==> src/rtl/dmem_lsu_pkg.sv <==
// Shared types for the MEM-stage load/store unit.
//   mem_size_t  : access size encoding carried from decode (11 behaves as word)
//   lsu_state_t : LSU bus-transaction FSM states
//   lsu_req_t   : request captured in IDLE and replayed onto the bus
package dmem_lsu_pkg;

   localparam int unsigned XLEN = 32;
   localparam int unsigned BE_W = XLEN / 8;

   typedef enum logic [1:0] {
      MEM_B = 2'b00,
      MEM_H = 2'b01,
      MEM_W = 2'b10
   } mem_size_t;

   typedef enum logic [1:0] {
      IDLE = 2'b00,
      REQ  = 2'b01,
      RESP = 2'b10,
      DONE = 2'b11
   } lsu_state_t;

   typedef struct packed {
      logic [XLEN-1:0] addr;
      logic            we;
      logic [1:0]      size;
      logic            uns;
      logic [BE_W-1:0] be;
      logic [XLEN-1:0] wdata;
   } lsu_req_t;

endpackage

==> src/rtl/dmem_lsu_align.sv <==
// Combinational lane logic for the LSU.
//   i_size, i_addr_lo, i_unsigned : access descriptor
//   i_wdata      : low-aligned store data      -> o_wdata : lane-replicated store data
//   i_rdata      : raw bus read word           -> o_load_data : extracted, extended load
//   o_be         : byte enables
//   o_misaligned : half on odd address or word not on a 4-byte boundary
module dmem_lsu_align
   import dmem_lsu_pkg::*;
(
   input  logic [1:0]  i_size,
   input  logic [1:0]  i_addr_lo,
   input  logic        i_unsigned,
   input  logic [31:0] i_wdata,
   input  logic [31:0] i_rdata,
   output logic [3:0]  o_be,
   output logic [31:0] o_wdata,
   output logic        o_misaligned,
   output logic [31:0] o_load_data
);

   logic [7:0]  w_byte;
   logic [15:0] w_half;

   // Lane selection from the read word
   always_comb begin
      w_byte = i_rdata[7:0];
      case (i_addr_lo)
         2'd0:    w_byte = i_rdata[7:0];
         2'd1:    w_byte = i_rdata[15:8];
         2'd2:    w_byte = i_rdata[23:16];
         default: w_byte = i_rdata[31:24];
      endcase
      w_half = i_addr_lo[1] ? i_rdata[31:16] : i_rdata[15:0];
   end

   // Size-dependent enables, replication, alignment check and extension
   always_comb begin
      o_be         = 4'b1111;
      o_wdata      = i_wdata;
      o_misaligned = 1'b0;
      o_load_data  = i_rdata;
      case (mem_size_t'(i_size))
         MEM_B: begin
            o_be        = 4'b0001 << i_addr_lo;
            o_wdata     = {4{i_wdata[7:0]}};
            o_load_data = i_unsigned ? {24'd0, w_byte} : {{24{w_byte[7]}}, w_byte};
         end
         MEM_H: begin
            o_be         = i_addr_lo[1] ? 4'b1100 : 4'b0011;
            o_wdata      = {2{i_wdata[15:0]}};
            o_misaligned = i_addr_lo[0];
            o_load_data  = i_unsigned ? {16'd0, w_half} : {{16{w_half[15]}}, w_half};
         end
         default: begin
            o_misaligned = (i_addr_lo != 2'b00);
         end
      endcase
   end

endmodule

==> src/rtl/dmem_lsu.sv <==
// MEM-stage load/store unit: one outstanding data-bus transaction at a time,
// stalling the pipeline until it completes, and producing the extended load word.
//   clk, rst_n                      : clock / async active-low reset
//   req_*_i                         : MEM-stage request (held stable while stall_o)
//   stall_o, done_o, load_data_o    : pipeline control and load result
//   misalign_o, bus_err_o           : single-cycle exception pulses
//   bus_*_o / bus_*_i               : request/grant + response data bus
module dmem_lsu
   import dmem_lsu_pkg::*;
#(
   parameter int unsigned TIMEOUT_CYC = 64
) (
   input  logic        clk,
   input  logic        rst_n,
   input  logic        req_valid_i,
   input  logic        req_we_i,
   input  logic [1:0]  req_size_i,
   input  logic        req_unsigned_i,
   input  logic [31:0] req_addr_i,
   input  logic [31:0] req_wdata_i,
   output logic        stall_o,
   output logic        done_o,
   output logic [31:0] load_data_o,
   output logic        misalign_o,
   output logic        bus_err_o,
   output logic        bus_req_o,
   output logic        bus_we_o,
   output logic [31:0] bus_addr_o,
   output logic [3:0]  bus_be_o,
   output logic [31:0] bus_wdata_o,
   input  logic        bus_gnt_i,
   input  logic        bus_rvalid_i,
   input  logic [31:0] bus_rdata_i,
   input  logic        bus_err_i
);

   localparam int unsigned CNT_W = $clog2(TIMEOUT_CYC);
   localparam logic [CNT_W-1:0] CNT_LAST = CNT_W'(TIMEOUT_CYC - 1);

   lsu_state_t       r_state;
   lsu_state_t       w_next_state;
   lsu_req_t         r_req;
   logic [CNT_W-1:0] r_cnt;
   logic             r_err;
   logic [31:0]      r_load_data;

   logic             w_idle;
   logic [1:0]       w_al_size;
   logic [1:0]       w_al_addr_lo;
   logic             w_al_uns;
   logic [3:0]       w_be;
   logic [31:0]      w_wdata;
   logic             w_misaligned;
   logic [31:0]      w_load_ext;
   logic             w_accept;
   logic             w_timeout;

   assign w_idle = (r_state == IDLE);

   // In IDLE the lane unit judges the incoming request; afterwards it
   // extracts the load using the captured descriptor.
   assign w_al_size    = w_idle ? req_size_i      : r_req.size;
   assign w_al_addr_lo = w_idle ? req_addr_i[1:0] : r_req.addr[1:0];
   assign w_al_uns     = w_idle ? req_unsigned_i  : r_req.uns;

   dmem_lsu_align u_align (
      .i_size       (w_al_size),
      .i_addr_lo    (w_al_addr_lo),
      .i_unsigned   (w_al_uns),
      .i_wdata      (req_wdata_i),
      .i_rdata      (bus_rdata_i),
      .o_be         (w_be),
      .o_wdata      (w_wdata),
      .o_misaligned (w_misaligned),
      .o_load_data  (w_load_ext)
   );

   assign w_accept  = w_idle & req_valid_i & ~w_misaligned;
   assign w_timeout = (r_cnt == CNT_LAST);

   // State register
   always_ff @(posedge clk or negedge rst_n) begin
      if (!rst_n) r_state <= IDLE;
      else        r_state <= w_next_state;
   end

   // Next-state logic; rvalid in REQ is ignored even alongside gnt
   always_comb begin
      w_next_state = r_state;
      case (r_state)
         IDLE:    if (w_accept) w_next_state = REQ;
         REQ:     if (bus_gnt_i) w_next_state = RESP;
         RESP:    if (bus_rvalid_i || w_timeout) w_next_state = DONE;
         default: w_next_state = IDLE;
      endcase
   end

   // Output decode
   always_comb begin
      stall_o     = w_accept | (r_state == REQ) | (r_state == RESP);
      done_o      = (r_state == DONE);
      bus_err_o   = (r_state == DONE) & r_err;
      misalign_o  = w_idle & req_valid_i & w_misaligned;
      bus_req_o   = (r_state == REQ);
      bus_we_o    = r_req.we;
      bus_addr_o  = {r_req.addr[31:2], 2'b00};
      bus_be_o    = r_req.be;
      bus_wdata_o = r_req.wdata;
   end

   assign load_data_o = r_load_data;

   // Request capture, response timeout, error flag and load result
   always_ff @(posedge clk or negedge rst_n) begin
      if (!rst_n) begin
         r_req       <= '0;
         r_cnt       <= '0;
         r_err       <= 1'b0;
         r_load_data <= '0;
      end else begin
         if (w_accept) begin
            r_req <= '{addr:  req_addr_i,
                       we:    req_we_i,
                       size:  req_size_i,
                       uns:   req_unsigned_i,
                       be:    w_be,
                       wdata: w_wdata};
         end
         if ((r_state == REQ) && bus_gnt_i) begin
            r_cnt <= '0;
         end else if ((r_state == RESP) && !bus_rvalid_i && !w_timeout) begin
            r_cnt <= r_cnt + CNT_W'(1);
         end
         if (r_state == RESP) begin
            if (bus_rvalid_i) r_err <= bus_err_i;
            else if (w_timeout) r_err <= 1'b1;
         end
         // Stores and errored loads keep the previous result
         if ((r_state == RESP) && bus_rvalid_i && !bus_err_i && !r_req.we) begin
            r_load_data <= w_load_ext;
         end
      end
   end

endmodule
==> config.mk <==
export PLATFORM = sky130hd
export DESIGN_NAME = dmem_lsu
export DESIGN_NICKNAME = d
export VERILOG_FILES = /design/src/rtl/dmem_lsu_pkg.sv /design/src/rtl/dmem_lsu_align.sv /design/src/rtl/dmem_lsu.sv
export SDC_FILE = /design/constraint.sdc
export NUM_CORES = 1
export LEC_CHECK = 0
export CAP_MARGIN = 5
export CORE_MARGIN = 2
export CORE_UTILIZATION = 38
export CTS_CLUSTER_DIAMETER = 60
export CTS_CLUSTER_SIZE = 8
export DETAILED_ROUTE_END_ITERATION = 8
export GPL_TIMING_DRIVEN = 0
export PLACE_DENSITY = 0.7
export SLEW_MARGIN = 10
export SYNTH_ARGS = -nofsm -noshare
export SYNTH_HDL_FRONTEND = slang
export SYNTH_SLANG_ARGS = --single-unit
==> constraint.sdc <==
create_clock -name clk -period 6.3 [get_ports clk]
set_input_delay 0.63 -clock clk [delete_from_list [all_inputs] [get_ports clk]]
set_output_delay 0.63 -clock clk [all_outputs]
set_load 0.02 [all_outputs]
== Word-level counts from Yosys, hierarchy flattened ==
Cells that the tools add are included.
Word-level totals
  flip-flop bits (word level): 113
  output and inout bits: 106
  logic and storage cells: 68
Operators by class
  add/subtract/negate cells: 1
  equality and inequality tests: 10
  shift-type cells: 1
  muxes and demuxes: 20
  bitwise operators: 7
  reductions and logical operators: 19
Operators with widths (number)
  one-hot mux 32 bit (2 select lines): 2
  two-way mux 32 bit: 2
  one-hot mux 8 bit (3 select lines): 1
  two-way mux 16 bit: 1
  two-way mux 6 bit: 2
  two-way mux 2 bit: 5
  one-hot mux 4 bit (2 select lines): 1
  adder 6 x 1 -> 6 bit (second input constant): 1
  == test 2 x 1 -> 1 bit (second input constant): 3
  == test 2 bit (second input constant): 3
  == test 6 bit (second input constant): 1
  logical AND 1 bit: 6
  logical NOT 2 bit: 3
  one-hot mux 2 bit (3 select lines): 1
  nonzero test 2 bit: 3
  bitwise AND 1 bit: 4
  logical NOT 1 bit: 4
  two-way mux 4 bit: 1
  inequality test 2 x 1 -> 1 bit (second input constant): 2
  << shifter 1 x 2 -> 4 bit (first input constant): 1
  two-way mux 1 bit: 3
  AND reduction 3 bit: 1
  inequality test 2 bit (second input constant): 1
  bitwise OR 1 bit: 2
  4 further kinds: 4

== Depth between registers and ports, before layout ==
  depth after elaboration: 8
  mapped depth: 10
  mapped depth without buffers: 7

== Hierarchy ==
A second synthesis with hierarchy kept.
Unflattened totals
  cells, all modules: 532
  area total of the unflattened synthesis: 6347.3 sq um
By module, submodules not included
  dmem_lsu: times used 1, cells each 353, area an instance 5064.9 sq um, sequential area each 2827.7 sq um
  dmem_lsu_align: times used 1, cells each 179, area an instance 1282.5 sq um, sequential area each 0.0 sq um

== Worst setup path after synthesis ==
Ideal clock, no wire load.
  path type: reg2out
  from: register r_state[0]
  to: output port misalign_o
  arrival time: 1874 ps
  data required time: 5670 ps
  setup slack: 3796 ps
  stages on the path, launching flop included: 10
  path through: dfrtp_1 inv_1 ha_1 buf_2 buf_4 mux2i_1 buf_2 nor2_1 nor2_1 nor2_1
On the way
  cells in the longest elaborated chain, start to end: 5
  elaborated cells between the ends (all ways): 9
  classes of those cells: eq/ne: 1; mux: 3; bitwise: 2; reduce/logical: 3
Ends and longest elaborated chain
  from (decl): line dmem_lsu.sv:40  | lsu_state_t r_state;
  from (signal assigned): line dmem_lsu.sv:84  | else r_state <= w_next_state;
  logical NOT 2 bit *: line dmem_lsu.sv:58  | assign w_idle = (r_state == IDLE);
  two-way mux 2 bit, on equally long branches: line dmem_lsu.sv:62, dmem_lsu.sv:63
  == test 2 x 1 -> 1 bit (tied with other cells): line dmem_lsu_align.sv:42  | case (mem_size_t'(i_size))
  one-hot mux 1 bit (2 select lines): line dmem_lsu_align.sv:42
  bitwise AND 1 bit *: line dmem_lsu.sv:103  | misalign_o = w_idle & req_valid_i & w_misaligned;
  to (decl): line dmem_lsu.sv:24  | output logic misalign_o,
Mark *: on every way between the ends. The rest lies on a longest branch, timed or not.

== Worst setup path in the final report ==
Same ends and word-level chain as after synthesis.

==> flow_summary.ini <==
[layout]
layout-drive-gt1-share_pct = 21.7
finalNonFillerCells = 995
nFillCells = 1308
n_antenna_cell = 0
fin_util_pct = 57.9
area_delta_synth_final_pct = 50.4
final_area_mm2 = 0.00874
nets = 905

[drt]
drt_wl_total_mm = 17.0
drtAntennaViolNets = 0
dr.first_iter.drc_count = 290
drc = 0
routedWlPerCell_um = 17.0
vias_per_cell = 5.04
first_pass_iters = 5
vias = 5016

[placement]
place_inst = 963
hpwlAfterDp_mm = 13.0
placed_area_mm2 = 0.00816
place_congestion = 0.856
io_buffers = 208
post-place-ws_ns = 2.40

[yosys]
syn-cell-area_mm2 = 0.00581
yosysMostFrequentCell = dfrtp_1
yosysSeqAreaShare_pct = 48.7
synth-async-reset-ratio_pct = 100
synth_area_leaders = dfrtp_1, mux2_2, buf_4
yosysWarningCount = 0
synth_ff_type = dfrtp_1
synth-seq-cells = 113
synthCells = 565
synthDominantCellAreaShare_pct = 48.7
post-synth-top-area-cell = dfrtp_1
postSynthAreaPerCell_um2 = 10.3
synth_common_cells = dfrtp_1, nand2_1, buf_4, mux2_2, nor2_1
synth_edf_count = 0
synth.distinct_cells = 45

[cts]
cts_sinks = 113
post_cts_buffers = 0
path_clk_slew_ns = 0.06
cts_resized = 0
clockBufferDepth = 2
clock_latency_ns = 0.42
htree_levels = 4
hold_buffers = 0
clockRootBuffer = clkbuf_16
cts_tree = yes
cts_made_buffers = 17

[sta]
worst_slack_ns = 2.31
skew_ns = 0.00692
hold_viol = 0
period_needed_ns = 3.99
rsz0062_at_grt = no
finalMaxSlewViolations = 0
setup_viol = 0
worstMarginPinSlew_ns = 0.884
tns_ns = 0
fin_crit_sh_pct = 63.4
fmax_mhz = 250
max-slew-margin-rel_pct = 40.6

[power]
p_leak_nw = 3.85
intPower_mw = 2.98
power_frac_seq_pct = 26.4
p_sw_share_pct = 38.3
ir_drop_v = 0.000239
switchingPower_mw = 1.85
p_clk_share_pct = 19.4
p_per_area_mw_per_mm2 = 553
power_frac_comb_pct = 54.2

[floorplanning]
pin_count = 212
die_h_um = 128
coreArea_mm2 = 0.0151
die_area_mm2 = 0.0163
start_util_pct = 38.5
std_cell_rows = 45
die_w_um = 128

[global_route]
grt_pass1_wl_mm = 26.4
antenna_found_initial = 0
overflow = 0
grtUsageTotal_pct = 21.1
grt_pass1_vias = 5206
grt_max_degree = 60

[run]
cap_viol_max_count = 0

[worst_setup_path]
max_stage_delay_ns = 0.57
reg2reg_from = r_state[0]
critical_path_class = flop to output port
cp.buffers_inverters = 5
crit_top_cell = nor2_1
worstPathArrival_ns = 3.36
cp_slowest_cell = clkdlybuf4s50_1
crit_required_ns = 5.67
cp-end-kind = output port
startpoint = r_state[0]
cp_cell_sequence = inv_1 > ha_1 > buf_2 > buf_4 > mux2i_1 > buf_2 > nor2_1 > nor2_1 > nor2_1 > clkdlybuf4s50_1
cp-start-kind = flop
crit_fanout = 10
rrSetupSlack_ns = 3.48
path_delay_family = buffers and inverters
worstRegToRegCells = 8
cp.depth = 10

[status]
outcome = finished, final reports clean

[hold_path]
hp-class = input pin to asynchronous set/reset pin
## flip-flops by register name, indices dropped and copies added (netlist names), 2 cells and up
register / cells
bus_addr_o: 30
bus_be_o: 4
bus_wdata_o: 32
load_data_o: 32
r_cnt: 6
r_req: 5
r_state: 2
## power by group through the flow
stage          Combinational (mW)  Clock, mW  Sequential (mW)
5_1_grt                      2.82      0.989             1.32
4_1_cts                      2.64      0.954             1.28
6_report                     2.62      0.938             1.28
2_1_floorplan                1.51          0             1.36
3_5_place_dp                 2.62          0             1.29
3_3_place_gp                 2.57          0             1.27
## cells in the final DEF (no fill, tap or decap), types with 2 or more instances in the layout
| cell | netlist | routed |
|---|---|---|
| nor3_1 | 6 | 6 |
| inv_1 | 6 | 6 |
| o21ai_1 | 3 | 3 |
| clkbuf_1 | 15 | 16 |
| bufinv_16 | 0 | 2 |
| a222oi_1 | 7 | 7 |
| conb_1 | 1 | 2 |
| xnor2_1 | 4 | 4 |
| nand2_1 | 80 | 80 |
| mux2i_1 | 30 | 30 |
| nand3_1 | 4 | 4 |
| buf_1 | 2 | 2 |
| a21o_1 | 3 | 3 |
| nor2_1 | 43 | 43 |
| a211oi_1 | 5 | 5 |
| and2_1 | 2 | 2 |
| buf_2 | 10 | 10 |
| clkbuf_16 | 0 | 17 |
| clkinv_2 | 0 | 3 |
| clkdlybuf4s50_1 | 0 | 207 |
| ha_1 | 5 | 5 |
| buf_4 | 69 | 69 |
| o21bai_1 | 2 | 2 |
| a21oi_1 | 28 | 28 |
| a21oi_2 | 10 | 10 |
| clkinvlp_4 | 0 | 6 |
| nor2b_1 | 3 | 3 |
| a221oi_1 | 7 | 7 |
| buf_6 | 1 | 2 |
| o21ai_0 | 41 | 41 |
| mux2_2 | 47 | 47 |
| dfrtp_1 | 113 | 113 |
## metrics by stage
step           power (mW)  hold slack (ns)
6_report             4.83            0.190
5_1_grt              5.13            0.226
4_1_cts              4.87            0.200
3_5_place_dp         3.91            0.470
3_3_place_gp         3.83            0.463
2_1_floorplan        2.87            0.334
## path summary, 6_finish.rpt
| check | end |
|---|---|
| min in group clk | load_data_o[4] |
| worst min register to register | load_data_o[4] |
| max in group asynchronous | bus_wdata_o[28] |
| worst max-delay path | misalign_o |
| worst max register to register | load_data_o[1] |
| worst min-delay path | bus_addr_o[31] |
## metal layers
| layer | global-route usage (%) | vias up | share of wire (%) |
|---|---|---|---|
| met5 | 0 | - | 0 |
| met4 | 8.27 | 0 | 2.3 |
| met3 | 6.93 | 26 | 9.2 |
| met2 | 35.1 | 238 | 49 |
| met1 | 25.4 | 2409 | 40 |
| li1 | - | 2343 | - |
## area by class of cell
class	instances	area (µm²)	area share, %
flip-flops and latches	113	2830	32.4
multi-input cells	350	2320	26.6
repair buffers	209	2110	24.1
plain buffers	97	643	7.36
clock buffers	19	443	5.07
well taps	188	235	2.69
clock inverters	13	138	1.57
inverters	6	22.5	0.258
## logic make-up (layout without fill, tap and decap cells)
group	count (synthesis)	in the layout	share of synthesized area, %
other	1	2	0.0645
xor gates and xnor gates	5	5	0.754
DFF	113	113	48.7
buffers and inverters	103	344	11.5
and+or+nand+nor	143	143	10.1
adders and majority gates	5	5	1.08
AOI/OAI and AO/OA	116	116	13.2
muxes	79	79	14.7
## worst register-to-register path, cell delays in order (launching register included)
cell,delay [ns]
dfrtp_1,0.39
inv_1,0.09
ha_1,0.24
buf_2,0.19
buf_4,0.20
o32ai_1,0.55
o21ai_0,0.42
a221oi_1,0.45
o21ai_0,0.15
Power figures use the tool's default switching activity.
